### config.mk
export PLATFORM = sky130hd
export DESIGN_NAME = upower_fetch_unit
export DESIGN_NICKNAME = d
export VERILOG_FILES = /design/src/rtl/upower_pkg.sv /design/src/rtl/upower_fetch_queue.sv /design/src/rtl/upower_fetch_unit.sv
export SDC_FILE = /design/constraint.sdc
export NUM_CORES = 1
export LEC_CHECK = 0
export ABC_AREA = 1
export CORE_MARGIN = 4
export CORE_UTILIZATION = 55
export DETAILED_ROUTE_END_ITERATION = 8
export PLACE_DENSITY = 0.82
export SYNTH_ARGS = -nofsm -noshare
export SYNTH_HDL_FRONTEND = slang
export SYNTH_SLANG_ARGS = --single-unit
### constraint.sdc
create_clock -name clock -period 11.3 [get_ports clock]
set_input_delay 2.26 -clock clock [delete_from_list [all_inputs] [get_ports clock]]
set_output_delay 2.26 -clock clock [all_outputs]
set_load 0.02 [all_outputs]
### src/rtl/upower_pkg.sv
// Shared constants and types for the uPower instruction-fetch front end.
package upower_pkg;

  localparam int PC_W    = 32;
  localparam int INSTR_W = 32;

  // One decoded-side queue entry: the fetched word and the address it came from.
  typedef struct packed {
    logic [INSTR_W-1:0] instr;
    logic [PC_W-1:0]    pc;
  } fetch_entry_t;

  // RUN: responses go to the queue. SQUASH: responses belong to a dead path.
  typedef enum logic {
    FETCH_RUN    = 1'b0,
    FETCH_SQUASH = 1'b1
  } fetch_state_e;

endpackage

### src/rtl/upower_fetch_queue.sv
// Small synchronous FIFO with flush and occupancy count. The head entry is read
// straight out of the storage registers, so it is stable while nothing pops.
module upower_fetch_queue #(
  parameter int DEPTH = 2,
  parameter int WIDTH = 32,
  parameter int CNT_W = $clog2(DEPTH + 1)
) (
  input  logic             clock,
  input  logic             reset,
  input  logic             flush_i,
  input  logic             push_i,
  input  logic [WIDTH-1:0] wdata_i,
  input  logic             pop_i,
  output logic [WIDTH-1:0] rdata_o,
  output logic [CNT_W-1:0] count_o
);

  localparam int PTR_W = (DEPTH > 1) ? $clog2(DEPTH) : 1;

  logic [WIDTH-1:0] mem_q [DEPTH];
  logic [PTR_W-1:0] wr_ptr_q;
  logic [PTR_W-1:0] rd_ptr_q;
  logic [CNT_W-1:0] count_q;
  logic             do_push;
  logic             do_pop;

  // Pointers wrap at DEPTH, which need not be a power of two.
  function automatic logic [PTR_W-1:0] ptr_inc(input logic [PTR_W-1:0] p);
    return (p == PTR_W'(DEPTH - 1)) ? '0 : p + 1'b1;
  endfunction

  // A pop frees a slot in the same cycle, so push+pop on a full FIFO is legal.
  assign do_pop  = pop_i && (count_q != '0);
  assign do_push = push_i && ((count_q != CNT_W'(DEPTH)) || do_pop);
  assign rdata_o = mem_q[rd_ptr_q];
  assign count_o = count_q;

  // Pointer and occupancy bookkeeping; flush empties the FIFO outright.
  always_ff @(posedge clock) begin
    if (reset || flush_i) begin
      wr_ptr_q <= '0;
      rd_ptr_q <= '0;
      count_q  <= '0;
    end else begin
      if (do_push) wr_ptr_q <= ptr_inc(wr_ptr_q);
      if (do_pop)  rd_ptr_q <= ptr_inc(rd_ptr_q);
      count_q <= count_q + CNT_W'(do_push) - CNT_W'(do_pop);
    end
  end

  // Storage array; no reset needed since count gates every read.
  always_ff @(posedge clock) begin
    if (do_push && !flush_i && !reset) mem_q[wr_ptr_q] <= wdata_i;
  end

endmodule

### src/rtl/upower_fetch_unit.sv
// uPower fetch front end: PC, credit-limited request issue, in-order response
// capture, decode-side queue, and redirect handling with wrong-path squashing.
module upower_fetch_unit #(
  parameter int              QDEPTH   = 2,
  parameter int              PC_W     = upower_pkg::PC_W,
  parameter logic [PC_W-1:0] RESET_PC = '0
) (
  input  logic            clock,
  input  logic            reset,
  output logic            imem_req_valid,
  input  logic            imem_req_ready,
  output logic [PC_W-1:0] imem_req_addr,
  input  logic            imem_rsp_valid,
  input  logic [31:0]     imem_rsp_data,
  output logic            dec_valid,
  input  logic            dec_ready,
  output logic [31:0]     dec_instr,
  output logic [PC_W-1:0] dec_pc,
  input  logic            redirect_valid,
  input  logic [PC_W-1:0] redirect_pc
);
  import upower_pkg::*;

  localparam int CNT_W = $clog2(QDEPTH + 1);
  localparam int ENT_W = INSTR_W + PC_W;

  fetch_state_e     state_q, state_d;
  logic [PC_W-1:0]  pc_q, pc_d;
  logic [CNT_W-1:0] drop_q, drop_d;
  logic [CNT_W-1:0] inflight;       // occupancy of the pc-tag FIFO
  logic [CNT_W-1:0] inflight_next;
  logic [CNT_W-1:0] iq_count;
  logic [CNT_W:0]   credit_used;
  logic [PC_W-1:0]  tag_rdata;
  logic [ENT_W-1:0] iq_rdata;
  logic             req_fire, rsp_take, dec_fire;
  logic             iq_push, iq_pop, iq_flush;

  // A request is only issued if its response is guaranteed a queue slot.
  assign credit_used    = {1'b0, iq_count} + {1'b0, inflight};
  assign imem_req_valid = !reset && (credit_used < (CNT_W + 1)'(QDEPTH));
  assign imem_req_addr  = pc_q;

  assign req_fire      = imem_req_valid && imem_req_ready;
  assign rsp_take      = imem_rsp_valid && !reset;
  assign dec_valid     = !reset && (iq_count != '0);
  assign dec_fire      = dec_valid && dec_ready;
  assign {dec_instr, dec_pc} = iq_rdata;
  assign inflight_next = inflight + CNT_W'(req_fire) - CNT_W'(rsp_take);

  // Outstanding-request tags; never flushed because memory still answers them.
  upower_fetch_queue #(.DEPTH(QDEPTH), .WIDTH(PC_W)) u_tag_fifo (
    .clock   (clock),
    .reset   (reset),
    .flush_i (1'b0),
    .push_i  (req_fire),
    .wdata_i (pc_q),
    .pop_i   (rsp_take),
    .rdata_o (tag_rdata),
    .count_o (inflight)
  );

  // Instruction queue feeding decode.
  upower_fetch_queue #(.DEPTH(QDEPTH), .WIDTH(ENT_W)) u_instr_queue (
    .clock   (clock),
    .reset   (reset),
    .flush_i (iq_flush),
    .push_i  (iq_push),
    .wdata_i ({imem_rsp_data, tag_rdata}),
    .pop_i   (iq_pop),
    .rdata_o (iq_rdata),
    .count_o (iq_count)
  );

  // Next PC, drop count, queue control and RUN/SQUASH transition; redirect wins.
  always_comb begin
    pc_d     = pc_q;
    drop_d   = drop_q;
    state_d  = state_q;
    iq_push  = 1'b0;
    iq_pop   = 1'b0;
    iq_flush = 1'b0;
    if (redirect_valid) begin
      // Everything still outstanding after this edge belongs to the old path.
      pc_d     = redirect_pc;
      drop_d   = inflight_next;
      iq_flush = 1'b1;
    end else begin
      if (req_fire) pc_d = pc_q + 1'b1;
      iq_pop = dec_fire;
      if (rsp_take) begin
        if (state_q == FETCH_SQUASH) drop_d = drop_q - 1'b1;
        else                         iq_push = 1'b1;
      end
    end
    case (state_q)
      FETCH_RUN:    if (drop_d != '0) state_d = FETCH_SQUASH;
      FETCH_SQUASH: if (drop_d == '0) state_d = FETCH_RUN;
    endcase
  end

  // State registers.
  always_ff @(posedge clock) begin
    if (reset) begin
      pc_q    <= RESET_PC;
      drop_q  <= '0;
      state_q <= FETCH_RUN;
    end else begin
      pc_q    <= pc_d;
      drop_q  <= drop_d;
      state_q <= state_d;
    end
  end

  a_rsp_without_request: assert property (@(posedge clock) disable iff (reset)
    !(imem_rsp_valid && (inflight == '0)));

  a_queue_overflow: assert property (@(posedge clock) disable iff (reset)
    !(iq_push && !iq_pop && (iq_count == CNT_W'(QDEPTH))));

endmodule

==> impl_metrics.py <==
metrics = {
    "critical_path": {
        "slowest_delay_ps": 530,
        "crit_chain": "clkdlybuf4s50_1, buf_4, inv_4, nand2_1, inv_1, clkdlybuf4s50_1",
        "cp_data_required_time_ps": 9040,
        "cp-start-kind": "input pin",
        "cpLargestDelayFamily": "buffers and inverters",
        "path_depth": 6,
        "path_max_fanout": 34,
        "slowest_stage": "clkdlybuf4s50_1",
        "criticalPathCategory": "input pin to output pin",
        "path_buf_inv": 5,
        "worstPathArrival_ps": 3890,
        "critical_path.endpoint_type": "output pin",
        "path_common_cell": "clkdlybuf4s50_1",
        "rr_worst_depth": 7,
    },
    "cells_and_area": {
        "layout.cells.most_common": "edfxtp_1",
        "fin_nets": 1048,
        "fin_cells": 1217,
        "drive_gt1_share_pct": 18.9,
        "area_growth_pct": 27.4,
        "stdcell_area_mm2": 0.0128,
        "n_fill_cell": 1228,
        "layout_common_cells": "edfxtp_1, clkdlybuf4s50_1, nand2_1",
        "multi_input_area_mm2": 0.00291,
        "diodes": 0,
        "seqCellArea_mm2": 0.00667,
    },
    "detailed_routing": {
        "drc": 0,
        "drt_iter0_drc": 398,
        "dr.pass1.iters": 5,
        "vias": 6369,
        "antenna_left": 0,
        "vias_per_cell": 5.23,
        "totalWireLength_um": 20600,
        "wl_per_cell_um": 16.9,
    },
    "clock_tree": {
        "cts_tree": "yes",
        "cts_max_level": 1,
        "cts_buffer_depth": 3,
        "clkTransAtPathRegs_ps": 60,
        "clock_sinks": 237,
        "clk_latency_ps": 500,
        "cts_setup_buffers": 0,
        "ctsRootBufferMaster": "clkbuf_16",
        "post_cts_resized": 0,
        "hold_buffers": 0,
        "cts_buffers": 25,
    },
    "sta": {
        "hold_violations": 0,
        "fmax_mhz": 163,
        "setup_viol": 0,
        "max_slew_margin_pct": 38.6,
        "tns_ps": 0,
        "slew_viol_final": 0,
        "hold_ws_ps": 475,
        "layout_worst_path_cycle_share_pct": 54.4,
        "period_minus_slack_ps": 6150,
        "finClkSkew_ps": 8.48,
        "tightest_slew_ps": 921,
        "rsz0062_at_grt": "false",
    },
    "power_and_ir_drop": {
        "total_power_mw": 2.05,
        "ir_worst_vdd_uv": 146,
        "power_density_mw_per_mm2": 161,
        "leakage_nw": 4.51,
    },
    "synthesis": {
        "seq_area_frac_synth_pct": 66.5,
        "synth.avg_cell_area_um2": 12.6,
        "yosys_warnings": 0,
        "ys.flop_type": "edfxtp_1",
        "synthArstFlopShare_pct": 0,
        "synth-seq-cells": 237,
        "syn-num-nets": 871,
        "synthCells": 793,
        "synth-edff-count": 192,
        "synth_cell_types": 37,
        "synthesis.area_mm2": 0.0100,
    },
    "status": {
        "status": "complete, no violations",
    },
    "min_path": {
        "whs_path_depth": 1,
        "min_path_type": "flip-flop to flip-flop",
    },
    "floorplanning": {
        "start_util_pct": 55.8,
        "dieArea_mm2": 0.0204,
        "io_pins": 168,
        "fp-row-count": 49,
        "chipWidth_um": 143,
        "coreArea_mm2": 0.0180,
        "die_h_um": 143,
    },
    "placement": {
        "hpwl_um": 13500,
        "placed_cells": 1172,
        "dpl_cell_area_mm2": 0.0119,
        "gp_congestion": 0.898,
        "io_buffers": 167,
    },
    "global_routing": {
        "grt_pass1_vias": 6507,
        "grt_overflow_total": 0,
        "grt_start_max_net_pins": 65,
        "antenna_found_initial": 0,
        "grt_pass1_wl_um": 33300,
        "grt_usage_pct": 20.5,
    },
    "job": {
        "maxCapViolations": 0,
    },
}
-- layer usage --
layer	vias up	GRT usage (%)	part of all wire, %
met4	0	7.15	2.9
met1	2978	26.4	41
met3	43	3.32	7.5
met5	-	0	0
li1	3099	-	-
met2	249	35.3	49
-- final timing paths --
check | slack, ps | from | to
hold reg to reg | 470 | u_tag_fifo.rd_ptr_q$_SDFFE_PP0P_ | u_tag_fifo.rd_ptr_q$_SDFFE_PP0P_
hold / removal | 470 | u_tag_fifo.rd_ptr_q$_SDFFE_PP0P_ | u_tag_fifo.rd_ptr_q$_SDFFE_PP0P_
setup / recovery | 5150 | reset | imem_req_valid
setup reg to reg | 8860 | u_tag_fifo.count_o[1]$_SDFF_PP0_ | u_tag_fifo.mem_q[1][28]$_DFFE_PP_
-- cell families (layout without fill, tap and decap cells) --
kind of cell               Yosys count  count (layout)  synth area share, %
DFF                                237             237                 66.5
adders and majority gates            8               8                 1.07
AOI/OAI and AO/OA                   69              69                 3.81
buffers and inverters              107             302                 4.62
xor gates and xnor gates            12              12                 1.05
and+or+nand+nor                    263             263                 12.0
muxes                               97              97                 10.9
-- flip-flops by register name (all words and copies together) (netlist names), named ones only --
name                    count
u_tag_fifo.wr_ptr_q         1
u_tag_fifo.rd_ptr_q         1
state_q                     1
drop_q                      2
imem_req_addr              32
u_tag_fifo.count_o          2
u_instr_queue.mem_q       128
u_instr_queue.count_o       2
u_instr_queue.wr_ptr_q      1
u_instr_queue.rd_ptr_q      1
u_tag_fifo.mem_q           64
-- power by group --
| part | internal, mW | switching [mW] |
|---|---|---|
| registers | 0.995 | 0.0276 |
| clock network | 0.512 | 0.313 |
| logic | 0.0959 | 0.109 |
| total | 1.60 | 0.449 |
-- area by class of cell --
| class | count | share of cell area, % |
|---|---|---|
| Clock buffer | 32 | 5.58 |
| Clock inverter | 13 | 1.15 |
| Inverter | 82 | 2.46 |
| Multi-Input combinational cell | 449 | 22.8 |
| Sequential cell | 237 | 52.2 |
| Tap cell | 229 | 2.24 |
| Timing Repair Buffer | 175 | 13.6 |
-- per-stage QoR --
stage                     setup WS, ps  utilization [%]
after floorplan                   5250                -
after global placement            5160             66.3
after detailed placement          5150             66.3
after CTS                         5140             71.1
after global routing              5050             71.1
final                             5150             71.1
-- cells in the mapped netlist (all sizes together) (2+ instances only) --
cell type / count / area (µm²)
a21oi: 32 / 171
a31oi: 8 / 65.1
buf: 19 / 126
clkbuf: 6 / 22.5
dfxtp: 45 / 901
edfxtp: 192 / 5770
ha: 7 / 87.6
inv: 81 / 309
mux2: 96 / 1080
nand2: 150 / 591
nand3: 40 / 213
nand3b: 2 / 18.8
nand4: 3 / 18.8
nor2: 60 / 310
nor3: 2 / 15.0
o21ai: 29 / 145
or2: 5 / 31.3
xnor2: 6 / 52.6
xor2: 6 / 52.6
(Power assumes the default switching activity.)
